`src/rtl/btn_debounce_if.sv`:
```
// rtl/btn_debounce_if.sv - button conditioner signal bundle
// Ports (master = conditioner, slave = button source / consumer):
//   i_btn       raw buttons, active-high, asynchronous to clk
//   o_btn_level debounced level
//   o_btn_rise  1-clk pulse on debounced 0->1
//   o_btn_fall  1-clk pulse on debounced 1->0
//   o_btn_long  1-clk pulse, once per press, after a long hold
interface btn_debounce_if #(
   parameter int N_BTN = 2
);
   logic [N_BTN-1:0] i_btn;
   logic [N_BTN-1:0] o_btn_level;
   logic [N_BTN-1:0] o_btn_rise;
   logic [N_BTN-1:0] o_btn_fall;
   logic [N_BTN-1:0] o_btn_long;

   modport master (
      input  i_btn,
      output o_btn_level,
      output o_btn_rise,
      output o_btn_fall,
      output o_btn_long
   );

   modport slave (
      output i_btn,
      input  o_btn_level,
      input  o_btn_rise,
      input  o_btn_fall,
      input  o_btn_long
   );
endinterface

```
`src/rtl/btn_debounce.sv`:
```
// rtl/btn_debounce.sv - multi-channel push-button debouncer with edge and long-press pulses
// Ports:
//   clk  system clock
//   rst  asynchronous active-high reset
//   bus  btn_debounce_if.master: raw buttons in; level, rise, fall, long out
module btn_debounce #(
   parameter int N_BTN      = 2,
   parameter int TICK_DIV   = 100_000,
   parameter int DEPTH      = 8,
   parameter int LONG_TICKS = 1000
) (
   input  logic           clk,
   input  logic           rst,
   btn_debounce_if.master bus
);
   localparam int CW = $clog2(TICK_DIV);
   localparam int HW = $clog2(LONG_TICKS + 1);
   localparam logic [CW-1:0] CNT_MAX  = CW'(TICK_DIV - 1);
   localparam logic [HW-1:0] HOLD_MAX = HW'(LONG_TICKS);
   localparam logic [HW-1:0] HOLD_PRE = HW'(LONG_TICKS - 1);

   logic [CW-1:0]    tick_cnt;
   logic             tick;
   logic [N_BTN-1:0] sync1;
   logic [N_BTN-1:0] sync2;
   logic [N_BTN-1:0] level;
   logic [N_BTN-1:0] level_d;
   logic [N_BTN-1:0] rise;
   logic [N_BTN-1:0] fall;
   logic [N_BTN-1:0] long_p;

   // One shared sample strobe for all channels.
   assign tick = (tick_cnt == CNT_MAX);

   always_ff @(posedge clk or posedge rst) begin
      if (rst) begin
         tick_cnt <= '0;
      end else if (tick) begin
         tick_cnt <= '0;
      end else begin
         tick_cnt <= tick_cnt + CW'(1);
      end
   end

   always_ff @(posedge clk or posedge rst) begin
      if (rst) begin
         sync1 <= '0;
         sync2 <= '0;
      end else begin
         sync1 <= bus.i_btn;
         sync2 <= sync1;
      end
   end

   for (genvar i = 0; i < N_BTN; i++) begin : g_ch
      logic [DEPTH-1:0] sh;
      logic [HW-1:0]    hold;
      logic             lvl_q;
      logic             long_q;

      always_ff @(posedge clk or posedge rst) begin
         if (rst) begin
            sh <= '0;
         end else if (tick) begin
            sh <= {sh[DEPTH-2:0], sync2[i]};
         end
      end

      // Hysteresis: only a unanimous window moves the level.
      always_ff @(posedge clk or posedge rst) begin
         if (rst) begin
            lvl_q <= 1'b0;
         end else if (&sh) begin
            lvl_q <= 1'b1;
         end else if (~|sh) begin
            lvl_q <= 1'b0;
         end
      end

      // Saturating hold counter: the pulse fires only on the tick that reaches
      // the limit, so a single press can never produce a second long pulse.
      always_ff @(posedge clk or posedge rst) begin
         if (rst) begin
            hold   <= '0;
            long_q <= 1'b0;
         end else begin
            long_q <= lvl_q && tick && (hold == HOLD_PRE);
            if (!lvl_q) begin
               hold <= '0;
            end else if (tick && (hold != HOLD_MAX)) begin
               hold <= hold + HW'(1);
            end
         end
      end

      assign level[i]  = lvl_q;
      assign long_p[i] = long_q;
   end

   always_ff @(posedge clk or posedge rst) begin
      if (rst) begin
         level_d <= '0;
         rise    <= '0;
         fall    <= '0;
      end else begin
         level_d <= level;
         rise    <= level & ~level_d;
         fall    <= ~level & level_d;
      end
   end

   assign bus.o_btn_level = level;
   assign bus.o_btn_rise  = rise;
   assign bus.o_btn_fall  = fall;
   assign bus.o_btn_long  = long_p;
endmodule
```
`src/flat_wrapper.sv`:
```
// flat-port wrapper written by rule: the top's interface ports become plain ports
module btn_debounce_flat 
#(
   parameter int N_BTN      = 2,
   parameter int TICK_DIV   = 100_000,
   parameter int DEPTH      = 8,
   parameter int LONG_TICKS = 1000
)
  (clk, rst, bus_i_btn, bus_o_btn_level, bus_o_btn_rise, bus_o_btn_fall, bus_o_btn_long);
  btn_debounce_if #(.N_BTN(N_BTN)) bus_i ();
  input  logic clk;
  input  logic rst;
  input wire logic [$bits(bus_i.i_btn)-1:0] bus_i_btn;
  output wire logic [$bits(bus_i.o_btn_level)-1:0] bus_o_btn_level;
  output wire logic [$bits(bus_i.o_btn_rise)-1:0] bus_o_btn_rise;
  output wire logic [$bits(bus_i.o_btn_fall)-1:0] bus_o_btn_fall;
  output wire logic [$bits(bus_i.o_btn_long)-1:0] bus_o_btn_long;
  assign bus_i.i_btn = bus_i_btn;
  assign bus_o_btn_level = bus_i.o_btn_level;
  assign bus_o_btn_rise = bus_i.o_btn_rise;
  assign bus_o_btn_fall = bus_i.o_btn_fall;
  assign bus_o_btn_long = bus_i.o_btn_long;
  btn_debounce #(.N_BTN(N_BTN), .TICK_DIV(TICK_DIV), .DEPTH(DEPTH), .LONG_TICKS(LONG_TICKS)) u_core (.clk(clk), .rst(rst), .bus(bus_i));
endmodule
```
`config.mk`:
```
export PLATFORM = sky130hd
export DESIGN_NAME = btn_debounce_flat
export DESIGN_NICKNAME = d
export VERILOG_FILES = /design/src/rtl/btn_debounce_if.sv /design/src/rtl/btn_debounce.sv /design/src/flat_wrapper.sv
export SDC_FILE = /design/constraint.sdc
export NUM_CORES = 1
export LEC_CHECK = 0
export CAP_MARGIN = 20
export CORE_MARGIN = 2
export CORE_UTILIZATION = 45
export DETAILED_ROUTE_END_ITERATION = 8
export GPL_TIMING_DRIVEN = 0
export REMOVE_ABC_BUFFERS = 1
export SLEW_MARGIN = 5
export SYNTH_ARGS = -nofsm -noshare
export SYNTH_HDL_FRONTEND = slang
export SYNTH_SLANG_ARGS = --single-unit
```
`constraint.sdc`:
```
create_clock -name clk -period 4 [get_ports clk]
set_input_delay 0.6 -clock clk [delete_from_list [all_inputs] [get_ports clk]]
set_output_delay 0.6 -clock clk [all_outputs]
set_load 0.01 [all_outputs]
```
==> out/results.tsv, run 1 <==
metric	value	unit
ordered cell list for the critical path	ha_1, and4_1, nand4_1, buf_8, or4_1, a21oi_1	
final hold vios	0	
syn_area_per_cell	9.87	um^2
CTS buffer count	9	
Diodes inserted	0	
routed wl met2	2350	um
vias per cell	5.39	
endpoint class of the critical path	register	
critical setup path kind	reg2reg	
crit path from	u_core.tick_cnt[0]	
post-route DRC violation count	0	
setup bufs post-CTS	0	
slew of the pin with the lowest slew margin	1.08	ns
vias in the first global route	2117	
beginning of the worst hold path	u_core.sync1[1]	
Final Critical Period	2.64	ns
Slew Limit Fails	0	
final wirelength	5400	um
crit-path max cell delay	0.69	ns
Reg clk slew, reported paths	0.07	ns
FFs w/ async S/R, synth	1.00	
register area share after synthesis	0.543	
hold buffers post-CTS	0	
min-delay worst type	reg2reg	
router iterations before antenna repair	6	
#FFs+latches synth	67	
ranking of synthesized cells by area	dfrtp_1, nand2_1, a21oi_1	
die extent in x	86.9	um
Setup TNS	0	ns
DP Area	3240	um^2
top post-synthesis cells by count	dfrtp_1, nand2_1, a21oi_1	
CP Data Required Time	4.26	ns
Buf+Inv Stages, Crit Path	1	
Data arrival, critical path	2.90	ns
starting density of the core	0.460	
Sequential Area	1680	um^2
Final Instance Area	3440	um^2
H-tree levels	3	
Die Y	86.9	um
Main synth FF type	dfrtp_1	
Setup-failing EPs final	0	
count leader, synth	dfrtp_1	
critical path launch point type	register	
RD Place Congestion	0.771	
CTS Buffer Depth	2	
EDFF count, synth	0	
floorplan row count	30	
Top Ports	12	
NumNets Final	331	
uppermost routed layer	met4	
CP delay by family, top	simple AND/OR/NAND/NOR gates	
gr ovfl total	0	
metal1 wirelength	2850	um
met3 WL post-DR	108	um
critical-path maximum fanout	18	
share of post-route cells with drive strength above 1	0.0765	
Clock Latency Late Sink	0.34	ns
Peak Freq	379	MHz
DRT iter0 DRCs	126	
DIE AREA	7540	um^2
CTS tree	built	
Synth area leader	dfrtp_1	
Multi-input gate area	1290	um^2
RSZ-0062 raised after global routing	no	
Gate Count Post-Synth	313	
largest net degree at the start of global routing	68	
CTS root buf	clkbuf_8	
Hold WS	0.351	ns
Yosys warning count	0	
status	finished, final reports clean	
Rel. slew slack	0.282	
Wirelength per Cell	13.3	um
global-route wire length before repair	9670	um
RR Startpoint	u_core.tick_cnt[0]	
Total GRT Usage	0.162	
total power per unit cell area	375	nW/um^2
Area growth, synth to finish	11.5	%
P_leak	1.49	nW
slowest cell on the critical path	nand4_1	
Synth cell types	35	
Peak VDD IR	0.197	mV
hpwl dp	3450	um
MaxCap Viol Count	0	
antenna-violating nets left	0	
top-area cell type share of the netlist area	0.543	
initial antenna violation count	0	
Tcrit/Tclk final	0.659	
Layout fillers	615	
post-synthesis instance area	3090	um^2
IO buf count	11	
vias	2195	
Clock Skews	0.0116	ns
clock sinks	67	
post-cts resize count	0	
Core Region	6720	um^2
==> path summary, 6_finish.rpt <==
path	endpoint	slack, ns	depth (start not counted)
worst max-delay path	u_core.g_ch[0].hold[2]	1.36	6
worst min-delay path	u_core.sync2[1]	0.35	0
worst max register to register	u_core.g_ch[0].hold[2]	1.36	6
worst min register to register	u_core.sync2[1]	0.35	0
max in group asynchronous	u_core.tick_cnt[16]	2.70	2
min in group asynchronous	u_core.g_ch[1].hold[7]	0.77	2
==> logic make-up (layout without fill, tap and decap cells) <==
kind of cell,Yosys count,in the layout,synth area share
AND/OR/NAND/NOR,158,158,0.276
flip-flops,67,67,0.543
AO/OA/AOI/OAI,42,42,0.0745
buffers and inverters,25,39,0.0397
XOR/XNOR,13,13,0.0369
adder cells (fa/ha/maj),5,5,0.0203
multiplexers,3,3,0.00972
==> flip-flops by register name (all words and copies together), names as in the netlist <==
register               cells
u_core.g_ch.hold          20
u_core.tick_cnt           17
u_core.g_ch.sh            16
u_core.bus.o_btn_fall      2
u_core.bus.o_btn_rise      2
u_core.g_ch.long_q         2
u_core.g_ch.lvl_q          2
u_core.level_d             2
u_core.sync1               2
u_core.sync2               2
==> per-layer routing <==
layer / up-vias / GRT usage
met3: 11 / 0.0370
met5: - / 0
met4: 0 / 0.0682
met2: 20 / 0.241
met1: 1047 / 0.227
li1: 1117 / -
==> area by class of cell <==
class / instances / area share
clock buffer: 10 / 0.0371
clock inverter: 6 / 0.0233
inverter: 11 / 0.0127
multi-input combinational: 221 / 0.375
sequential: 67 / 0.487
tap: 80 / 0.0291
timing repair buffer: 12 / 0.0363
==> cells in the final DEF, fill, tap and decap left out, types with 5 or more instances in the layout <==
cell and count:
dfrtp_1 67, nand2_1 66, a21oi_1 19, nand3_1 16, o21ai_0 16, nand4_1 14
clkdlybuf4s50_1 11, inv_1 10, or4_1 10, nor2_1 9, clkbuf_8 9, or3_1 8
xor2_1 7, and3_1 6, xnor2_1 6, nand2b_1 5, ha_1 5
==> metrics by stage <==
step | cells | util | setup slack, ns | power [mW]
5_1_grt | 407 | 0.512 | 1.14 | 1.34
3_5_place_dp | 391 | 0.482 | 1.35 | 0.710
3_3_place_gp | 390 | 0.479 | 0.541 | 0.709
6_report | 407 | 0.512 | 1.36 | 1.29
2_1_floorplan | 299 | - | 1.61 | 0.702
4_1_cts | 407 | 0.512 | 1.34 | 1.31
==> where the power goes <==
group          internal (mW)  total, mW  leakage, nW  switching (mW)
clock network          0.347      0.597        0.110           0.250
logic                0.00276     0.0156        0.463          0.0129
registers              0.679      0.680        0.913        0.000482
total                   1.03       1.29         1.49           0.263
Note: power is estimated with default switching activity, not from simulation.
==> run 2: changes to the inputs <==
==> constraint.sdc (replaced) <==
create_clock -name clk -period 2.45 [get_ports clk]
set_input_delay 0.3675 -clock clk [delete_from_list [all_inputs] [get_ports clk]]
set_output_delay 0.3675 -clock clk [all_outputs]
set_load 0.01 [all_outputs]
==> run 2 against run 1 <==
Against the previous run:
- worst setup slack lost 1.0 ns
- non-clock buffer count grew 2
- utilization grew 0.24 points
- cell area grew 0.47%
- sequential power grew 63%
- clock power grew 63%
- sequential share of layout area shrank 0.23 points
- clock-buffer cell count is the same
- worst hold slack is essentially flat
- combinational power grew 63%
- die area is the same
- critical path depth shrank 1
- critical path type unchanged
==> out/results.tsv, run 2 (same netlist as run 1, synthesis figures left out) <==
metric	value	unit
status	finished, final reports clean	
DRT iter0 DRCs	95	
MaxCap Viol Count	0	
most common cell after layout, fill and taps aside	dfrtp_1	
Die Y	86.9	um
CTS root buf	clkbuf_8	
biggest regs	u_core.g_ch.hold: 20 flops, u_core.tick_cnt: 17 flops, u_core.g_ch.sh: 16 flops	
total power per unit cell area	610	nW/um^2
DP Area	3240	um^2
Slew Limit Fails	0	
starting density of the core	0.460	
P_leak	1.49	nW
slowest cell on the critical path	or4_1	
share of post-route cells with drive strength above 1	0.0851	
RSZ-0062 raised after global routing	no	
commonest non-fill, non-tap cells in the layout	dfrtp_1, nand2_1, a21oi_1	
die extent in x	86.9	um
global-route wire length before repair	9680	um
CTS buffer count	9	
initial antenna violation count	0	
Top Ports	12	
vias in the first global route	2123	
crit-path max cell delay	0.61	ns
critical setup path kind	reg2reg	
Pint	1.68	mW
final wirelength	5410	um
Worst Hold Path EP	u_core.sync2[1]	
Area growth, synth to finish	12.0	%
H-tree levels	3	
placed cells	391	
Hold WS	0.351	ns
Setup TNS	0	ns
critical path launch point type	register	
DIE AREA	7540	um^2
net switching fraction of the power	0.204	
IO buf count	11	
Tcrit/Tclk final	0.863	
Final Critical Period	2.11	ns
CTS Buffer Depth	2	
critical-path maximum fanout	16	
endpoint class of the critical path	register	
min-delay worst type	reg2reg	
Reg power frac	0.526	
post-route DRC violation count	0	
Setup-failing EPs final	0	
Layout fillers	612	
clock sinks	67	
crit path from	u_core.tick_cnt[0]	
hold path cells	0	
Sequential Area	1680	um^2
Clock Skews	0.0124	ns
Setup WS pre-CTS	-0.195	ns
CP delay by family, top	simple AND/OR/NAND/NOR gates	
Diodes inserted	0	
Multi-input gate area	1290	um^2
fin util	0.515	
Rel. slew slack	0.466	
slew of the pin with the lowest slew margin	0.801	ns
Comb pwr share	0.012	
Core Region	6720	um^2
Data arrival, critical path	2.37	ns
largest reg by FF count	u_core.g_ch.hold	
max reg flops	20	
NumNets Final	333	
CTS tree	built	
antenna-violating nets left	0	
ordered cell list for the critical path	ha_1, and4_1, nand4_2, or4_1, a21oi_1	
Clock Latency Late Sink	0.34	ns
largest net degree at the start of global routing	68	
P_sw	0.431	mW
Peak Freq	473	MHz
clock power share	0.462	
RR Startpoint	u_core.tick_cnt[0]	
CP Data Required Time	2.71	ns
Buf+Inv Stages, Crit Path	0	
Tot Pwr	2.11	mW
Wirelength per Cell	13.2	um
final hold vios	0	
hpwl dp	3450	um
reg-to-reg critical path endpoint	u_core.g_ch[1].hold[8]	
gr ovfl total	0	
r2r setup slk	0.34	ns
floorplan row count	30	
beginning of the worst hold path	u_core.sync1[1]	
Total GRT Usage	0.162	
vias per cell	5.41	
Peak VDD IR	0.325	mV
Final Instance Area	3460	um^2
vias	2214	
final worst slack	0.337	ns
RD Place Congestion	0.771	
FF-to-FF path depth	5	
Layout Cells excl Fill	409	
Reg clk slew, reported paths	0.07	ns
router iterations before antenna repair	4	
-- run 2: changes by cell type in the layout (fill, tap and decap cells not counted), sizes merged --
cell / delta
buf: +2
-- run 2: routing by layer --
layer	vias up	global-route usage	wire length, um
met5	-	0	0
li1	1118	-	-
met4	0	0.0682	89
met3	11	0.0370	106
met2	20	0.239	2360
met1	1065	0.228	2850
-- run 2: area by class of cell --
cell class / count / area share
Tap cell: 80 / 0.0289
Timing Repair Buffer: 14 / 0.0405
Inverter: 11 / 0.0127
Sequential cell: 67 / 0.485
Multi-Input combinational cell: 221 / 0.373
Clock inverter: 6 / 0.0231
Clock buffer: 10 / 0.0369
-- run 2: power by group through the flow --
stage | Sequential [mW] | Combinational, mW | Clock (mW)
finish | 1.11 | 0.0255 | 0.975
global route | 1.11 | 0.0315 | 1.05
CTS | 1.11 | 0.0279 | 1.00
detailed placement | 1.13 | 0.0279 | 0
global placement | 1.13 | 0.0271 | 0
floorplan | 1.13 | 0.0162 | 0
-- run 2: worst max path at each step --
stage / endpoint / cells past startpoint
3_5_place_dp: u_core.g_ch[0].hold[2] / 6
4_1_cts: u_core.g_ch[1].hold[2] / 5
2_1_floorplan: u_core.g_ch[1].hold[3] / 5
5_1_grt: u_core.g_ch[1].hold[7] / 5
3_3_place_gp: u_core.tick_cnt[7] / 2
6_report: u_core.g_ch[1].hold[8] / 5
-- run 2: what timing repair did --
action | 4_1_cts | 5_1_grt
gates resized for setup | 0 | 1
endpoints found under the setup margin | 8 | 4
buffers inserted | 2 | 0
pin swaps | 1 | 0
hold buffers | 0 | 0
==> run 3: changes to the inputs <==
--- a/config.mk
+++ b/config.mk
@@ -5,7 +5,6 @@
 export SDC_FILE = /design/constraint.sdc
 export NUM_CORES = 1
 export LEC_CHECK = 0
-export CAP_MARGIN = 20
 export CORE_MARGIN = 2
 export CORE_UTILIZATION = 45
 export DETAILED_ROUTE_END_ITERATION = 8
==> run 3 against run 2 <==
Against the previous run:
- routed wire length grew 2.2%
- largest power group unchanged
- clock power shrank 15%
- non-clock buffer count shrank 1
- critical path depth did not move
- clock skew decreased by 0.0037 ns
- critical endpoint is now u_core.g_ch[1].hold[7]
==> out/results.tsv, run 3 (same netlist as run 1, synthesis figures left out) <==
metric	value	unit
CTS buffer count	9	
metal1 wirelength	2810	um
DIE AREA	7540	um^2
Diodes inserted	0	
most common cell after layout, fill and taps aside	dfrtp_1	
vias	2230	
NumNets Final	333	
max reg flops	20	
die extent in x	86.9	um
Clock Latency Late Sink	0.33	ns
CP Data Required Time	2.70	ns
slew of the pin with the lowest slew margin	0.796	ns
router iterations before antenna repair	4	
IO buf count	11	
floorplan row count	30	
status	finished, final reports clean	
critical path launch point type	register	
RSZ-0062 raised after global routing	no	
clock sinks	67	
Setup TNS	0	ns
hold buffers post-CTS	0	
final hold vios	0	
Clock Skews	0.00868	ns
RD Place Congestion	0.771	
routed wl met2	2470	um
Final Critical Period	2.19	ns
vias per cell	5.47	
share of post-route cells with drive strength above 1	0.0793	
CTS root buf	clkbuf_8	
Wirelength per Cell	13.6	um
Rel. slew slack	0.470	
DRT iter0 DRCs	133	
P_leak	1.47	nW
Setup-failing EPs final	0	
CTS Buffer Depth	2	
hpwl dp	3370	um
largest net degree at the start of global routing	68	
post-route DRC violation count	0	
min-delay worst type	reg2reg	
antenna-violating nets left	0	
CTS tree	built	
commonest non-fill, non-tap cells in the layout	dfrtp_1, nand2_1, a21oi_1	
initial antenna violation count	0	
Data arrival, critical path	2.44	ns
uppermost routed layer	met4	
vias in the first global route	2180	
Die Y	86.9	um
total power per unit cell area	573	nW/um^2
Tot Pwr	1.96	mW
met3 WL post-DR	108	um
critical setup path kind	reg2reg	
largest reg by FF count	u_core.g_ch.hold	
MaxCap Viol Count	0	
Peak Freq	457	MHz
global-route wire length before repair	9940	um
biggest regs	u_core.g_ch.hold: 20 flops, u_core.tick_cnt: 17 flops, u_core.g_ch.sh: 16 flops	
starting density of the core	0.460	
Tcrit/Tclk final	0.893	
hold path cells	0	
Core Region	6720	um^2
endpoint class of the critical path	register	
FF-to-FF path depth	5	
critical-path maximum fanout	16	
Area growth, synth to finish	10.8	%
gr ovfl total	0	
final wirelength	5530	um
Total GRT Usage	0.167	
Slew Limit Fails	0	
Reg clk slew, reported paths	0.07	ns
H-tree levels	3	
Top Ports	12	
Peak VDD IR	0.307	mV
==> run 3: worst paths after layout <==
path                            slack, ns                      to                from
worst max register to register       0.26  u_core.g_ch[1].hold[7]  u_core.tick_cnt[0]
max in group asynchronous            1.38     u_core.tick_cnt[14]                 rst
worst min register to register       0.35         u_core.sync2[1]     u_core.sync1[1]
min in group asynchronous            0.55  u_core.g_ch[1].hold[7]                 rst
worst min-delay path                 0.35         u_core.sync2[1]     u_core.sync1[1]
worst max-delay path                 0.26  u_core.g_ch[1].hold[7]  u_core.tick_cnt[0]
==> run 3: critical path: stages (launching register included) <==
cell and delay (ns):
dfrtp_1 0.37, ha_1 0.22, and4_1 0.38, nand4_2 0.39, or4_1 0.61, a21oi_1 0.15
==> run 3: per-layer routing <==
metal,track usage,vias up
met5,0,-
met4,0.0753,0
met3,0.0341,13
met2,0.251,25
met1,0.232,1073
li1,-,1119
==> run 3: stage by stage <==
| step | hold WS (ns) | instance area (um^2) | utilization | cells | setup slack (ns) |
|---|---|---|---|---|---|
| after floorplan | 0.331 | 3010 | - | 299 | 0.0614 |
| after global placement | 0.333 | 3220 | 0.479 | 390 | -0.776 |
| after detailed placement | 0.335 | 3220 | 0.479 | 390 | -0.692 |
| after CTS | 0.350 | 3420 | 0.509 | 408 | 0.0999 |
| after global routing | 0.364 | 3420 | 0.509 | 408 | 0.0665 |
| final | 0.348 | 3420 | 0.509 | 408 | 0.262 |
==> run 3: power breakdown <==
group          leakage [nW]  total [mW]  switching, mW  internal (mW)
sequential            0.913        1.11       0.000762           1.11
combinational         0.463      0.0254         0.0208        0.00451
clock                0.0953       0.826          0.384          0.442
==> run 3: layout make-up <==
| type | instances | area, um^2 |
|---|---|---|
| fill | 607 | 3300 |
| sequential | 67 | 1680 |
| multi-input combinational | 222 | 1300 |
| clock buffer | 13 | 169 |
| timing repair buffer | 13 | 125 |
| tap | 80 | 100 |
| inverter | 11 | 43.8 |
| clock inverter | 2 | 10.0 |
==> run 3: what timing repair did <==
| action | CTS | global route |
|---|---|---|
| endpoints found under the setup margin | 28 | 4 |
| setup buffers | 2 | 0 |
| cloned | 1 | 0 |
| pin swaps | 1 | 0 |
| resized for setup | 0 | 1 |
